File: config.mk
export PLATFORM = sky130hd
export DESIGN_NAME = pipelined_rf_core
export DESIGN_NICKNAME = d
export VERILOG_FILES = /design/src/rtl/pipelined_rf_core.sv
export SDC_FILE = /design/constraint.sdc
export NUM_CORES = 1
export LEC_CHECK = 0
export CAP_MARGIN = 0
export CELL_PAD_IN_SITES_DETAIL_PLACEMENT = 0
export CELL_PAD_IN_SITES_GLOBAL_PLACEMENT = 2
export CORE_ASPECT_RATIO = 0.75
export CORE_MARGIN = 10
export CORE_UTILIZATION = 46
export DETAILED_ROUTE_END_ITERATION = 12
export GPL_TIMING_DRIVEN = 0
export PLACE_DENSITY_LB_ADDON = 0.1
export SETUP_SLACK_MARGIN = 0.15
export SKIP_LAST_GASP = 1
export SLEW_MARGIN = 20
export SYNTH_ARGS = -nofsm -noshare
export SYNTH_HDL_FRONTEND = slang
export SYNTH_SLANG_ARGS = --single-unit
File: constraint.sdc
create_clock -name clk -period 11.5 [get_ports clk]
set_input_delay 1.725 -clock clk [delete_from_list [all_inputs] [get_ports clk]]
set_output_delay 1.725 -clock clk [all_outputs]
set_load 0.03 [all_outputs]
File: src/rtl/pipelined_rf_core.sv
// Three-stage in-order core (Fetch, Decode/RF-read, Execute/Writeback) with an internal register file.
// It has an EX->D forward path (or a one-cycle RAW stall), STOP squash and a retire counter.
module pipelined_rf_core #(
   parameter int DATA_W     = 32,
   parameter int NUM_REGS   = 8,
   parameter int IMEM_DEPTH = 8,
   parameter bit FORWARD_EN = 1'b1,
   localparam int RA_W      = $clog2(NUM_REGS),
   localparam int PC_W      = $clog2(IMEM_DEPTH),
   localparam int INSTR_W   = 4 + 2 * RA_W
) (
   input  logic               clk,
   input  logic               n_reset,
   output logic [PC_W-1:0]    imem_addr_o,
   input  logic [INSTR_W-1:0] imem_data_i,
   output logic [DATA_W-1:0]  alu_result_o,
   output logic               alu_result_valid_o,
   output logic               stop_o,
   output logic               fetch_done_o,
   output logic [15:0]        retired_o
);

   typedef enum logic [3:0] {
      OP_NOP  = 4'd0,
      OP_ADD  = 4'd1,
      OP_SUB  = 4'd2,
      OP_AND  = 4'd3,
      OP_OR   = 4'd4,
      OP_XOR  = 4'd5,
      OP_MOV  = 4'd6,
      OP_LDI  = 4'd7,
      OP_STOP = 4'd15
   } opcode_e;

   logic [PC_W-1:0]    pc_q;
   logic               fetch_done_q;
   logic               stop_q;
   logic               fd_valid_q;
   logic               fd_hold_q;
   logic [INSTR_W-1:0] fd_saved_q;
   logic               de_valid_q;
   logic [3:0]         de_op_q;
   logic [RA_W-1:0]    de_rd_q;
   logic [DATA_W-1:0]  de_a_q;
   logic [DATA_W-1:0]  de_b_q;
   logic [DATA_W-1:0]  alu_q;
   logic               alu_valid_q;
   logic [15:0]        retired_q;
   logic [DATA_W-1:0]  rf [NUM_REGS];

   logic [INSTR_W-1:0] d_instr;
   logic [3:0]         d_op;
   logic [RA_W-1:0]    d_rd;
   logic [RA_W-1:0]    d_rs;
   logic               d_reads_rd;
   logic               d_reads_rs;
   logic               ex_writes;
   logic               ex_stop;
   logic               hazard;
   logic               stall;
   logic               fwd_rd;
   logic               fwd_rs;
   logic               fetch_en;
   logic [DATA_W-1:0]  ex_result;
   logic [DATA_W-1:0]  d_a;
   logic [DATA_W-1:0]  d_b;

   always_comb begin
      // Instruction memory keeps streaming while stalled, so a stalled D stage replays its saved copy.
      d_instr    = fd_hold_q ? fd_saved_q : imem_data_i;
      d_op       = d_instr[INSTR_W-1 -: 4];
      d_rd       = d_instr[2*RA_W-1 -: RA_W];
      d_rs       = d_instr[RA_W-1:0];
      d_reads_rd = (d_op >= OP_ADD) && (d_op <= OP_XOR);
      d_reads_rs = (d_op >= OP_ADD) && (d_op <= OP_MOV);

      ex_writes  = de_valid_q && (de_op_q >= OP_ADD) && (de_op_q <= OP_LDI);
      ex_stop    = de_valid_q && (de_op_q == OP_STOP);

      ex_result = '0;
      case (de_op_q)
         OP_ADD:  ex_result = de_a_q + de_b_q;
         OP_SUB:  ex_result = de_a_q - de_b_q;
         OP_AND:  ex_result = de_a_q & de_b_q;
         OP_OR:   ex_result = de_a_q | de_b_q;
         OP_XOR:  ex_result = de_a_q ^ de_b_q;
         OP_MOV:  ex_result = de_b_q;
         OP_LDI:  ex_result = de_b_q;
         default: ex_result = '0;
      endcase

      hazard   = fd_valid_q && ex_writes &&
                 ((d_reads_rd && (d_rd == de_rd_q)) || (d_reads_rs && (d_rs == de_rd_q)));
      stall    = !FORWARD_EN && hazard && !ex_stop;
      fwd_rd   = FORWARD_EN && ex_writes && (d_rd == de_rd_q);
      fwd_rs   = FORWARD_EN && ex_writes && (d_rs == de_rd_q);

      d_a = fwd_rd ? ex_result : rf[d_rd];
      if (d_op == OP_LDI)
         d_b = {{(DATA_W-RA_W){1'b0}}, d_rs};
      else
         d_b = fwd_rs ? ex_result : rf[d_rs];

      fetch_en = !fetch_done_q && !stall && !ex_stop && !stop_q;
   end

   always_ff @(posedge clk) begin
      if (!n_reset) begin
         pc_q         <= '0;
         fetch_done_q <= 1'b0;
         stop_q       <= 1'b0;
         fd_valid_q   <= 1'b0;
         fd_hold_q    <= 1'b0;
         fd_saved_q   <= '0;
         de_valid_q   <= 1'b0;
         de_op_q      <= '0;
         de_rd_q      <= '0;
         de_a_q       <= '0;
         de_b_q       <= '0;
         alu_q        <= '0;
         alu_valid_q  <= 1'b0;
         retired_q    <= '0;
         for (int unsigned i = 0; i < NUM_REGS; i++)
            rf[RA_W'(i)] <= '0;
      end else begin
         if (fetch_en) begin
            if (pc_q == PC_W'(IMEM_DEPTH - 1))
               fetch_done_q <= 1'b1;
            else
               pc_q <= pc_q + PC_W'(1);
         end

         if (ex_stop || stop_q) begin
            fd_valid_q <= 1'b0;
            fd_hold_q  <= 1'b0;
         end else if (stall) begin
            fd_hold_q  <= 1'b1;
            fd_saved_q <= d_instr;
         end else begin
            fd_valid_q <= fetch_en;
            fd_hold_q  <= 1'b0;
         end

         de_valid_q <= fd_valid_q && !(ex_stop || stall || stop_q);
         de_op_q    <= d_op;
         de_rd_q    <= d_rd;
         de_a_q     <= d_a;
         de_b_q     <= d_b;

         if (ex_writes) begin
            rf[de_rd_q] <= ex_result;
            alu_q       <= ex_result;
         end
         alu_valid_q <= ex_writes;
         if (de_valid_q)
            retired_q <= retired_q + 16'd1;
         if (ex_stop)
            stop_q <= 1'b1;
      end
   end

   assign imem_addr_o        = pc_q;
   assign alu_result_o       = alu_q;
   assign alu_result_valid_o = alu_valid_q;
   assign stop_o             = stop_q;
   assign fetch_done_o       = fetch_done_q;
   assign retired_o          = retired_q;

endmodule

### Word level (Yosys, flattened, before mapping)

Memories as Yosys holds them, arrays and structs flattened. A register that Yosys moved wholly into a read port is not among the register bits.
Index checks and enable logic that the tools add are counted.

| operators by class | value |
|---|---|
| equal/unequal tests | 11 |
| $add $sub $neg | 4 |
| reductions and logical operators | 19 |
| mux-type cells | 10 |
| $lt $le $gt $ge | 2 |
| bitwise gates (word level) | 5 |

Operators with widths:

| operator | number |
|---|---|
| 32-bit case mux with 6 select lines | 1 |
| 32-bit two-way mux | 2 |
| 32-bit adder | 1 |
| 32-bit bitwise AND | 1 |
| 32-bit OR | 1 |
| 32-bit OR reduction | 1 |
| 32-bit subtractor | 1 |
| 32-bit XOR | 1 |
| 4-bit by 3-bit == test with 1-bit output (second input constant) | 5 |
| 16-bit by 1-bit adder with 16-bit output (second input constant) | 1 |
| 4-bit by 2-bit == test with 1-bit output (second input constant) | 2 |
| 1-bit logical AND | 7 |
| 3-bit two-way mux | 2 |
| 2-bit OR reduction | 3 |
| 1-bit zero test | 5 |
| 1-bit two-way mux | 5 |
| 4-bit by 1-bit == test with 1-bit output (second input constant) | 1 |
| 4-bit == test (second input constant) | 1 |
| 4-bit by 1-bit greater-or-equal comparator with 1-bit output (second input constant) | 1 |
| 4-bit by 3-bit <= comparator with 1-bit output (second input constant) | 1 |
| 2-bit AND reduction | 2 |
| 3-bit by 1-bit adder with 3-bit output (second input constant) | 1 |
| 3-bit == test | 1 |
| 3-bit == test (second input constant) | 1 |
| other kinds (2) | 3 |

| storage, ports and cells | value |
|---|---|
| output and inout bits | 54 |
| memories kept | 1 |
| word-level logic and storage cells | 64 |
| input bits | 12 |
| register bits after elaboration | 95 |
| RAM bits | 256 |

Memories:

| memory | depth | bits a word | rd ports | clocked after Yosys merged registers in | write ports | RTL line | text |
|---|---|---|---|---|---|---|---|
| rf | 8 | 32 | 2 | 1 | 8 | 49 | `logic [DATA_W-1:0] rf [NUM_REGS];` |

### Depth between registers and ports, before layout

Gate-level depths: netlist of the first run.

| depth | value |
|---|---|
| depth after elaboration | 8 |
| depth in mapped cells | 18 |
| mapped depth without buffers | 16 |

### Worst setup path before layout of the first run

OpenSTA, ideal clock, no wires.

| path | value |
|---|---|
| path kind | register -> register |
| start | reg de_b_q[6] |
| end | mem rf[0][29] (data pin) |
| period minus slack after synthesis | 3970 ps |
| required time | 11225 ps |
| cell stages (with the launch flop) | 17 |
| setup time | 275 ps |
| arrival time | 3696 ps |
| path slack | 7530 ps |
| buffers on the path | 1 |
| cell sequence | dfxtp_1 or4_4 nand3b_1 nor4_2 nand4_1 o31ai_1 xnor2_1 ha_1 clkbuf_1 nand2_1 nor3_1 nand2_1 nor3_1 nor3_1 xnor2_1 a21boi_1 nor2_1 |

RTL lines:

| what | RTL line | text |
|---|---|---|
| start: declaration | 45 | `logic [DATA_W-1:0] de_b_q;` |
| start signal: assignment | 119 | `de_b_q <= '0;` |
| start signal: assignment | 148 | `de_b_q <= d_b;` |
| end: declaration | 49 |  |

==> results of run 1 <==
## logic make-up after synthesis
family,count (synthesis),synth area share
mux,168,0.1527
buf+inv,236,0.04220
compound gates,368,0.1155
flops,383,0.4733
xor+xnor,70,0.02872
simple gates,618,0.1293
fa+ha+maj,100,0.05824
## routing by layer
| layer | global-route usage | vias up | wire length [um] |
|---|---|---|---|
| li1 | - | 7383 | - |
| met1 | 0.3871 | 8611 | 34210 |
| met2 | 0.4066 | 884 | 34240 |
| met3 | 0.05433 | 144 | 7382 |
| met4 | 0.08509 | 0 | 2334 |
| met5 | 0 | - | 0 |
## metrics by stage
stage               instances  power, uW  cell area, sq um  utilization
floorplan                1943       2032             21610            -
global placement         2637       2265             23040       0.4987
detailed placement       2647       2280             23280       0.5039
CTS                      2719       3552             24530       0.5310
global route             2719       3672             24540       0.5311
finish                   2719       3551             24540       0.5311
## registers in the layout, summed over array words and instances, names as in the netlist
name / flops
fd_valid_q: 1
fetch_done_o: 1
rf: 256
alu_result_valid_o: 1
de_op_q: 4
retired_o: 16
stop_o: 1
de_valid_q: 1
de_a_q: 32
de_b_q: 32
de_rd_q: 3
imem_addr_o: 3
alu_result_o: 32
## power by group
| group | switching [uW] | internal, uW |
|---|---|---|
| sequential | 50.6 | 1530 |
| combinational | 440 | 248 |
| clock | 575 | 711 |
## worst max-delay path, delay by kind of cell, from the launching register on
family	cells	cell delay, ps
simple gates	3	560
compound gates	5	2130
flops	1	470
buf+inv	3	1600
fa+ha+maj	1	470
mux	1	230
xor+xnor	1	220
## cell type report
type / instances / area, sq um
fill: 4129 / 21660
inverter: 74 / 277.8
sequential: 383 / 10230
clock buffer: 60 / 1171
timing repair buffer: 74 / 842.1
tap: 630 / 788.3
buffer: 162 / 641.9
clock inverter: 12 / 82.58
multi-input combinational: 1324 / 10500
## cells in the final DEF, fill, tap and decap left out, types with 9 or more instances in the layout
master,n
clkbuf_16,43
mux4_2,128
edfxtp_1,256
a22oi_1,17
buf_1,11
a211oi_1,68
o211a_1,19
a221o_1,9
nor2_1,297
o21ai_1,31
nand2_1,131
o21ai_0,37
o211ai_1,20
nor3_1,11
o21a_1,9
clkdlybuf4s50_1,64
nand3_1,24
ha_1,99
mux2i_1,26
and3_1,24
a21o_1,14
buf_2,19
clkbuf_1,139
a31oi_1,14
mux2_2,13
and2_1,29
xnor2_1,52
a21oi_1,80
dfxtp_1,127
inv_1,74
xor2_1,17
nor2b_1,49
## worst max-delay path by stage
stage               startpoint         to  slack, ps  cells past startpoint
CTS                 de_op_q[1]  rf[6][22]       5730                     14
detailed placement  de_op_q[1]  rf[6][22]       5740                     14
global route        de_op_q[1]  rf[6][22]       5460                     14
global placement       n_reset  rf[5][16]       4420                      5
floorplan            de_b_q[6]  rf[0][29]       7530                     16
finish              de_op_q[1]  rf[6][22]       5540                     14
==> metrics.md, run 1 <==
| Metric | Value |
|---|---|
| Outcome | `complete, no violations` |
| Port buffer count | `between 60 and 70` |
| Final #Nets | `2172` |
| Worst skew pair latency | `about 560 ps` |
| CP Cell Sequence | `nor2b_1 -> and2_1 -> clkbuf_1 -> clkbuf_1 -> mux2i_1 -> fa_1 -> a211oi_1 -> o211ai_1 -> a221oi_2 -> o211ai_1 -> xor2_1 -> a21oi_1 -> clkbuf_1 -> nor2_1` |
| Postcts setup bufs | `0` |
| Pins Over Slew Limit | `0` |
| Via count | `approximately 17000` |
| Post-synthesis sequential area ratio | `0.4733` |
| Post-synth EDFFs | `~260` |
| Wire length of the first global-routing pass | `113200 um` |
| Maxcap violations | `0` |
| Hold-fix buffers, CTS | `0` |
| Largest net degree at the start of global routing | `22` |
| DRT Wirelength | `about 78000 um` |
| Count leader, synth | `nor2_1` |
| Max incr delay on CP | `760 ps` |
| CP most frequent cell | `clkbuf_1` |
| Rows | `68` |
| RSZ-0062 raised after global routing | `false` |
| Tmin final | `just under 6000 ps` |
| Setup_tns | `0 ps` |
| Count of cells resized by post-cts repair | `0` |
| Initial core utilization | `0.4678` |
| Initial DRC count | `2017` |
| Avg Cell Area, Syn | `11.12 sq um` |
| # diodes | `0` |
| Area of the die | `56140 sq um` |
| Setup violations, final | `0` |
| Ranking of synthesized cells by area | `edfxtp_1 36%, mux4_2 13%, dfxtp_1 12%` |
| WHS Path Cells | `1` |
| Area grow syn2layout | `13.54%` |
| Hold Crit Class | `reg -> reg` |
| Maximum buffer depth of the clock tree | `3` |
| CTS tree | `built` |
| Commonest cells post-synth | `297 x nor2_1, 256 x edfxtp_1, 139 x nand2_1` |
| Synth unique cells | `76` |
| I/O pin total | `66` |
| Total track usage | `0.2706` |
| Core Footprint | `46200 sq um` |
| Slowest CP cell | `a221oi_2` |
| Dominant synthesized flop cell | `edfxtp_1` |
| Hold WS | `~460 ps` |
| Ys async rst share | `0` |
| Post-route ant nets | `0` |
| Total grt overflow | `0` |
| Post-route DRC | `0` |
| Final HPWL DP | `roughly 57000 um` |
| Final Wtd Congestion | `0.8909` |
| Setup ws final | `~5500 ps` |
| Die X | `roughly 270 um` |
| Layout cells sized above 1 | `0.1216` |
| Routed len/inst | `28.75 um` |
| Post-Syn Nets | `2055` |
| Worst Tran Pin Value | `roughly 1200 ps` |
| Post-synth top area cell | `edfxtp_1` |
| PD cells | `~140 nW/um^2` |
| Critical Path RT | `11780 ps` |
| Synth Cell Area | `between 20000 and 25000 sq um` |
| Initial antenna violation count | `2` |
| Max IR drop VDD | `approximately 0.13 mV` |
| Ys Warns | `0` |
| Fmax | `167.7 MHz` |
| Vias in the first global route | `16690` |
| DR pass1 iterations | `5` |
| Worst Skew | `22.46 ps` |
| CTS sink count | `about 380` |
| Crit Path Max Fanout | `10` |
| Yosys top cell area share | `0.3557` |
| H-tree Lvls | `2` |
| WHS Endpoint | `de_valid_q` |
| Leakage | `about 0.0089 uW` |
| Internal reg-to-reg setup slack | `5540 ps` |
| CTS root buffer | `clkbuf_16` |
| Cell count after synthesis | `1943` |
| Startpoint types | `flip-flop` |
| CP arrival | `6240 ps` |
| Worst r2r dst | `rf[6][22]` |
| R2R Path Start | `de_op_q[1]` |
| Hold_sp | `fd_valid_q` |
| Setup slack at placement | `5738 ps` |
| Total CTS buffers | `41` |
| Worst R2R Path Depth | `14` |
| Critical path type | `reg -> reg` |
| Fin crit share | `0.5184` |
| FF+latch count, synth | `about 380` |
| Die H | `between 200 and 250 um` |
| Endpoints failing hold | `0` |
| Vias per inst | `6.260` |
| Clk pin slew, worst setup/hold paths | `about 70 ps` |
| Slew headroom | `0.2167` |
| Crit end category | `flip-flop` |
Note: power is estimated with default switching activity, not from simulation.
==> run 2, diff against run 1 <==
CORE_UTILIZATION = 38   (was 46)
clock period = 4.99 ns   (was 11.5 ns; I/O delays follow)
==> run 2 against run 1 <==
  * Combinational power rose by 140%
  * Cell count increased by 3.9%
  * Critical path depth rose by 2
  * Worst hold slack worse by 7.6 ps
  * Clock power is 130% higher
  * Via count fell by 1.1%
  * Total power grew 130%
  * Critical endpoint is now rf[5][29]
  * Largest cell class unchanged
  * Largest power group unchanged
==> metrics.md, run 2 (synthesis results as in run 1) <==
| Metric | Value |
|---|---|
| Largest register by flop count | `rf` |
| Leading cell type in the layout, fill and taps excluded | `nor2_1` |
| Leakage | `0.009102 uW (+1.8%)` |
| Hold-fix buffers, CTS | `0 (unchanged)` |
| Vias in the first global route | `16500 (-1.2%)` |
| CTS tree | `built` |
| CTS sink count | `383 (unchanged)` |
| Max IR drop VDD | `0.2131 mV (+69%)` |
| Slowest CP cell | `or4_4` |
| Storage cell area | `10230 sq um (about the same)` |
| Fmax | `213.3 MHz (+27%)` |
| Via count | `16840 (-1.1%)` |
| PD cells | `330.9 nW/um^2 (+130%)` |
| Rows | `75 (+10%)` |
| Setup_tns | `0 ps (unchanged)` |
| Cell Area, Placed | `23290 sq um (about the same)` |
| Filler Cells Inserted | `5316 (+29%)` |
| Maxcap violations | `0 (unchanged)` |
| Layout cells sized above 1 | `0.1477 (+0.02612)` |
| Critical path type | `reg -> reg` |
| Post-route DRC | `0 (unchanged)` |
| Vias per inst | `5.959 (-4.8%)` |
| Die H | `226.5 um (+9.1%)` |
| Wire length of the first global-routing pass | `116400 um (+2.8%)` |
| Routed len/inst | `28.57 um (-0.62%)` |
| Total track usage | `0.2399 (-0.03070)` |
| Maximum buffer depth of the clock tree | `3 (unchanged)` |
| Worst Tran Pin Value | `1151 ps (-23.42 ps)` |
| Max incr delay on CP | `580 ps (-180 ps)` |
| WHS Path Cells | `1 (unchanged)` |
| Port buffer count | `64 (unchanged)` |
| DR pass1 iterations | `5 (unchanged)` |
| Core Footprint | `56120 sq um (+21%)` |
| Largest net degree at the start of global routing | `33 (+50%)` |
| Endpoints failing hold | `0 (unchanged)` |
| Hold_sp | `fd_valid_q` |
| Setup slack at placement | `-624.6 ps (-6363 ps)` |
| Commonest cells after routing, fill and taps aside | `297 x nor2_1, 256 x edfxtp_1, 131 x nand2_1` |
| Internal reg-to-reg setup slack | `300 ps (-5240 ps)` |
| Pins Over Slew Limit | `0 (unchanged)` |
| Final HPWL DP | `59220 um (+4.1%)` |
| Crit Path Max Fanout | `6 (-4)` |
| I/O pin total | `66 (unchanged)` |
| Final Wtd Congestion | `0.8933 (+0.27%)` |
| Slew headroom | `0.2324 (+0.01561)` |
| Outcome | `complete, no violations` |
| H-tree Lvls | `2 (unchanged)` |
| DRT Wirelength | `80740 um (+3.3%)` |
| Worst R2R Path Depth | `16 (+2)` |
| Total CTS buffers | `38 (-7.3%)` |
| Tmin final | `4689 ps (-1273 ps)` |
| Total grt overflow | `0 (unchanged)` |
| Fin crit share | `0.9396 (+0.4212)` |
| R2R Path Start | `de_b_q[6]` |
| CP arrival | `4940 ps (-1300 ps)` |
| Setup ws final | `301.2 ps (-5237 ps)` |
| RSZ-0062 raised after global routing | `true` |
| Setup violations, final | `0 (unchanged)` |
| Fin area | `24990 sq um (+1.9%)` |
| Max reg flops | `256 (unchanged)` |
| Worst r2r dst | `rf[5][29]` |
| Clk pin slew, worst setup/hold paths | `60 ps (about the same)` |
| Area of the multi-input gates | `10810 sq um (+2.9%)` |
| WHS Endpoint | `de_valid_q` |
| Post-route ant nets | `0 (unchanged)` |
| Crit end category | `flip-flop` |
| Worst skew pair latency | `550 ps (about the same)` |
| Area of the die | `66910 sq um (+19%)` |
| Startpoint types | `flip-flop` |
| Layout Cells excl Fill | `2826 (+3.9%)` |
| Area grow syn2layout | `15.65%` |
| Initial core utilization | `0.3851 (-0.08267)` |
| Initial DRC count | `1794 (-11%)` |
| Worst Skew | `15.37 ps (-7.087 ps)` |
| Critical Path RT | `5250 ps (-6530 ps)` |
| Die X | `295.4 um (+9.3%)` |
| Final #Nets | `2175 (+0.14%)` |
| Cells after DPL | `2741 (+3.6%)` |
| CP Cell Sequence | `or4_4 -> nand3b_1 -> nor4_4 -> buf_4 -> nand4_1 -> nand2_1 -> xnor2_1 -> ha_1 -> a21o_1 -> a21o_1 -> a21o_1 -> a21o_1 -> nor3_2 -> xnor2_2 -> a21boi_4 -> nor2_1` |
| Hold Crit Class | `reg -> reg` |
| Initial antenna violation count | `3 (+1)` |
| CP most frequent cell | `a21o_1` |
| Core Util, Final | `0.4454 (-0.08572)` |
| CTS root buffer | `clkbuf_16` |
==> run 2: cell count changes in the layout (fill, tap and decap cells not counted), sizes merged, moves of 2 or more <==
| cell | before | now |
|---|---|---|
| inv | 79 | 74 |
| buf | 41 | 51 |
| clkbuf | 191 | 189 |
| clkinvlp | 2 | 0 |
| bufinv | 0 | 2 |
| diode | 0 | 3 |
==> run 2: critical path: cells and delay by family, from the launching register on <==
family                     cells  cell delay (ps)
AOI/OAI and AO/OA              5             1200
and+or+nand+nor                7             1940
xor gates and xnor gates       2              350
buffers and inverters          1              200
DFF                            1              370
adders and majority gates      1              340
==> run 2: metal layers <==
| metal | global-route usage | wire, um |
|---|---|---|
| met1 | 0.3461 | 36730 |
| met2 | 0.3623 | 35070 |
| met3 | 0.04633 | 6687 |
| met4 | 0.06557 | 2242 |
| met5 | 0 | 13 |
==> run 2: power breakdown <==
part           total, uW  switching [uW]  internal [uW]
Combinational       1670            1060            605
Clock               2970            1250           1720
Sequential          3630             119           3510
==> run 2: layout make-up <==
cell class / instances / share of cell area
Multi-Input combinational cell: 1325 / 0.4326
Sequential cell: 383 / 0.4093
Inverter: 74 / 0.01111
Timing Repair Buffer: 79 / 0.03194
Clock inverter: 6 / 0.003204
Antenna cell: 3 / 0.0003004
Clock buffer: 63 / 0.04726
Buffer: 162 / 0.02763
Tap cell: 731 / 0.03659
==> run 2: what timing repair did <==
action	4_1_cts	5_1_grt
buffers inserted	6	6
cloned	1	0
gates resized for setup	30	65
pin swaps	7	10
setup endpoints to repair	221	207
==> run 2: metrics by stage <==
step                hold WS, ps  power, uW
floorplan                 436.7       4683
CTS                       461.3       8266
global placement          447.8       5256
finish                    456.0       8272
global route              482.4       8604
detailed placement        447.4       5267
==> run 2: worst max-delay path by stage <==
stage          depth (start not counted)        from         end  slack (ps)
2_1_floorplan                         16   de_b_q[6]   rf[0][29]        1020
3_3_place_gp                           5     n_reset   rf[4][20]        -670
3_5_place_dp                          16  de_op_q[1]  de_a_q[27]        -620
4_1_cts                               17   de_b_q[6]  de_a_q[27]          70
5_1_grt                               17   de_b_q[6]  de_b_q[29]         110
6_report                              16   de_b_q[6]   rf[5][29]         300
==> run 3, diff against run 2 <==
CELL_PAD_IN_SITES_DETAIL_PLACEMENT = default   (was 0)
CELL_PAD_IN_SITES_GLOBAL_PLACEMENT = default   (was 2)
CORE_UTILIZATION = 52   (was 38)
HOLD_SLACK_MARGIN = 0.05   (was default)
PLACE_DENSITY = 0.72   (was default)
PLACE_DENSITY_LB_ADDON = default   (was 0.1)
==> run 3 against run 2 <==
  * Sequential power barely moved
  * Non-clock buffer count fell by 2
  * Combinational power fell by 3%
  * Clock-buffer cell count fell by 10
  * Largest cell class unchanged
  * Register-to-register slack got worse by 80 ps
  * Total power fell by 1.2%
  * Critical endpoint is now rf[0][31]
  * Largest power group unchanged
  * Sequential share of layout area rose by 0.54 points
  * First-iteration DRC count rose by 27%
  * Clock skew rose by 15 ps
  * Fmax fell by 1.6%
==> metrics.md, run 3 (synthesis results as in run 1) <==
| Metric | Value |
|---|---|
| Vias in the first global route | `16720 (+1.3%)` |
| Slew headroom | `0.2224 (-0.01000)` |
| Wire length of the first global-routing pass | `104000 um (-11%)` |
| Critical Path RT | `5290 ps (+40 ps)` |
| I/O pin total | `66 (unchanged)` |
| Total CTS buffers | `39 (+2.6%)` |
| Pwr Total | `8174 uW (-1.2%)` |
| Fmax | `209.8 MHz (-1.6%)` |
| Hold Crit Class | `reg -> reg` |
| CP most frequent cell | `nor2_1` |
| Total grt overflow | `0 (unchanged)` |
| Fin crit share | `0.9554 (+0.01575)` |
| Clk pin slew, worst setup/hold paths | `60 ps (about the same)` |
| PD cells | `331.4 nW/um^2 (+0.14%)` |
| Post-route DRC | `0 (unchanged)` |
| Area of the die | `50200 sq um (-25%)` |
| H-tree Lvls | `2 (unchanged)` |
| Max reg flops | `256 (unchanged)` |
| Leading cell type in the layout, fill and taps excluded | `nor2_1` |
| Post-route ant nets | `0 (unchanged)` |
| Routed wl met2 | `31070 um (-11%)` |
| Port buffer count | `64 (unchanged)` |
| Met1 wire length | `27780 um (-24%)` |
| DRT Wirelength | `69650 um (-14%)` |
| Startpoint types | `flip-flop` |
| Slowest CP cell | `or4_4` |
| # diodes | `0 (-3)` |
| Layout cells sized above 1 | `0.1321 (-0.01565)` |
| Largest register by flop count | `rf` |
| Core Footprint | `40920 sq um (-27%)` |
| Critical path type | `reg -> reg` |
| Worst Skew | `30.70 ps (+15.33 ps)` |
| Max incr delay on CP | `600 ps (+20 ps)` |
| Leakage | `0.009016 uW (-0.95%)` |
| CTS sink count | `383 (unchanged)` |
| Rows | `64 (-15%)` |
| Largest net degree at the start of global routing | `26 (-21%)` |
| Met3 wire len | `8857 um (+32%)` |
| CTS tree | `built` |
| Hold-fix buffers, CTS | `0 (unchanged)` |
| Hold WS | `464.0 ps (+8.068 ps)` |
| Uppermost layer routed | `met4` |
| Crit Path Max Fanout | `10 (+4)` |
| Pins Over Slew Limit | `0 (unchanged)` |
| Outcome | `complete, no violations` |
| CP Cell Sequence | `or4_4 -> nand3b_1 -> nor4_4 -> buf_4 -> nor2_1 -> xnor2_1 -> ha_1 -> nand2_1 -> nor4_2 -> a32oi_2 -> a211oi_2 -> nor3_4 -> a21o_1 -> a211oi_4 -> buf_6 -> nor2_1` |
| Die H | `196.6 um (-13%)` |
| Commonest cells after routing, fill and taps aside | `297 x nor2_1, 256 x edfxtp_1, 134 x clkbuf_1` |
| Total track usage | `0.2706 (+0.03063)` |
| CP arrival | `5070 ps (+130 ps)` |
| Setup violations, final | `0 (unchanged)` |
| Filler Cells Inserted | `3246 (-39%)` |
| Max IR drop VDD | `0.3133 mV (+47%)` |
| DR pass1 iterations | `5 (unchanged)` |
| Crit end category | `flip-flop` |
| Initial antenna violation count | `1 (-2)` |
| Area of the multi-input gates | `10670 sq um (-1.3%)` |
| Maxcap violations | `0 (unchanged)` |
| Vias per inst | `6.398 (+7.4%)` |
| Area grow syn2layout | `14.12%` |
| Final HPWL DP | `51270 um (-13%)` |
| Tmin final | `4767 ps (+78.59 ps)` |
| Initial DRC count | `2273 (+27%)` |
| Initial core utilization | `0.5282 (+0.1430)` |
| RSZ-0062 raised after global routing | `true` |
| Routed len/inst | `26.27 um (-8.0%)` |
| Die X | `255.4 um (-14%)` |
| Endpoints failing hold | `0 (unchanged)` |
| Worst skew pair latency | `560 ps (about the same)` |
| Worst Tran Pin Value | `1166 ps (+15.01 ps)` |
| Final #Nets | `2173 (-0.092%)` |
| Final Wtd Congestion | `0.9312 (+4.2%)` |
| Via count | `16960 (+0.71%)` |
| Maximum buffer depth of the clock tree | `3 (unchanged)` |
| Storage cell area | `10230 sq um (about the same)` |
| CTS root buffer | `clkbuf_16` |
-- run 3: cell types whose count changed in the layout (fill, tap and decap cells not counted), sizes merged, moves of 2 or more --
cell / change
clkinv: +8
clkbuf: -5
diode: -3
inv: +2
buf: -7
-- run 3: worst paths after layout --
check                    end    startpoint  slack [ps]  depth (start not counted)
setup / recovery   rf[0][31]     de_b_q[6]         220                         16
hold / removal    fd_valid_q  fetch_done_o         460                          1
setup reg to reg   rf[0][31]     de_b_q[6]         220                         16
hold reg to reg   fd_valid_q  fetch_done_o         460                          1
-- run 3: stage by stage --
stage	area, sq um	cells	setup TNS [ps]	utilization	setup WS (ps)
floorplan	21610	1943	0	-	1020
global placement	22950	2568	-50640	0.5610	-410.0
detailed placement	23170	2576	-24380	0.5663	-540.1
CTS	24490	2648	0	0.5985	157.6
global route	24660	2651	0	0.6027	72.10
finish	24660	2651	0	0.6027	222.6
-- run 3: layout make-up --
cell class / count / share of cell area
plain buffers: 162 / 0.02750
well taps: 561 / 0.02846
flip-flops and latches: 383 / 0.4148
clock buffers: 53 / 0.04211
multi-input cells: 1324 / 0.4326
repair buffers: 77 / 0.03541
clock inverters: 17 / 0.007914
inverters: 74 / 0.01126
-- run 3: routing by layer --
layer  track usage  vias to the layer above
met5             0                        -
met4       0.07524                        0
met3       0.06804                      154
met2        0.4259                     1097
met1        0.3676                     8338
li1              -                     7371
-- run 3: where the power goes --
group	leakage, uW	internal (uW)	switching, uW	total [uW]
Sequential	0.00369	3510	123	3640
Clock	0.000596	1630	1290	2920
Combinational	0.00473	599	1020	1620
-- run 3: repair_timing --
| item | 4_1_cts | 5_1_grt |
|---|---|---|
| buffers inserted | 2 | 3 |
| pin swaps | 1 | 6 |
| setup endpoints to repair | 175 | 162 |
| resized for setup | 16 | 44 |
-- run 3: critical path: cells and delay by family (launching register included) --
| family | cells | cell delay [ps] |
|---|---|---|
| buffers and inverters | 2 | 390 |
| adder cells (fa/ha/maj) | 1 | 370 |
| AO/OA/AOI/OAI | 4 | 1240 |
| flip-flops | 1 | 410 |
| AND/OR/NAND/NOR | 8 | 1950 |
| XOR/XNOR | 1 | 130 |
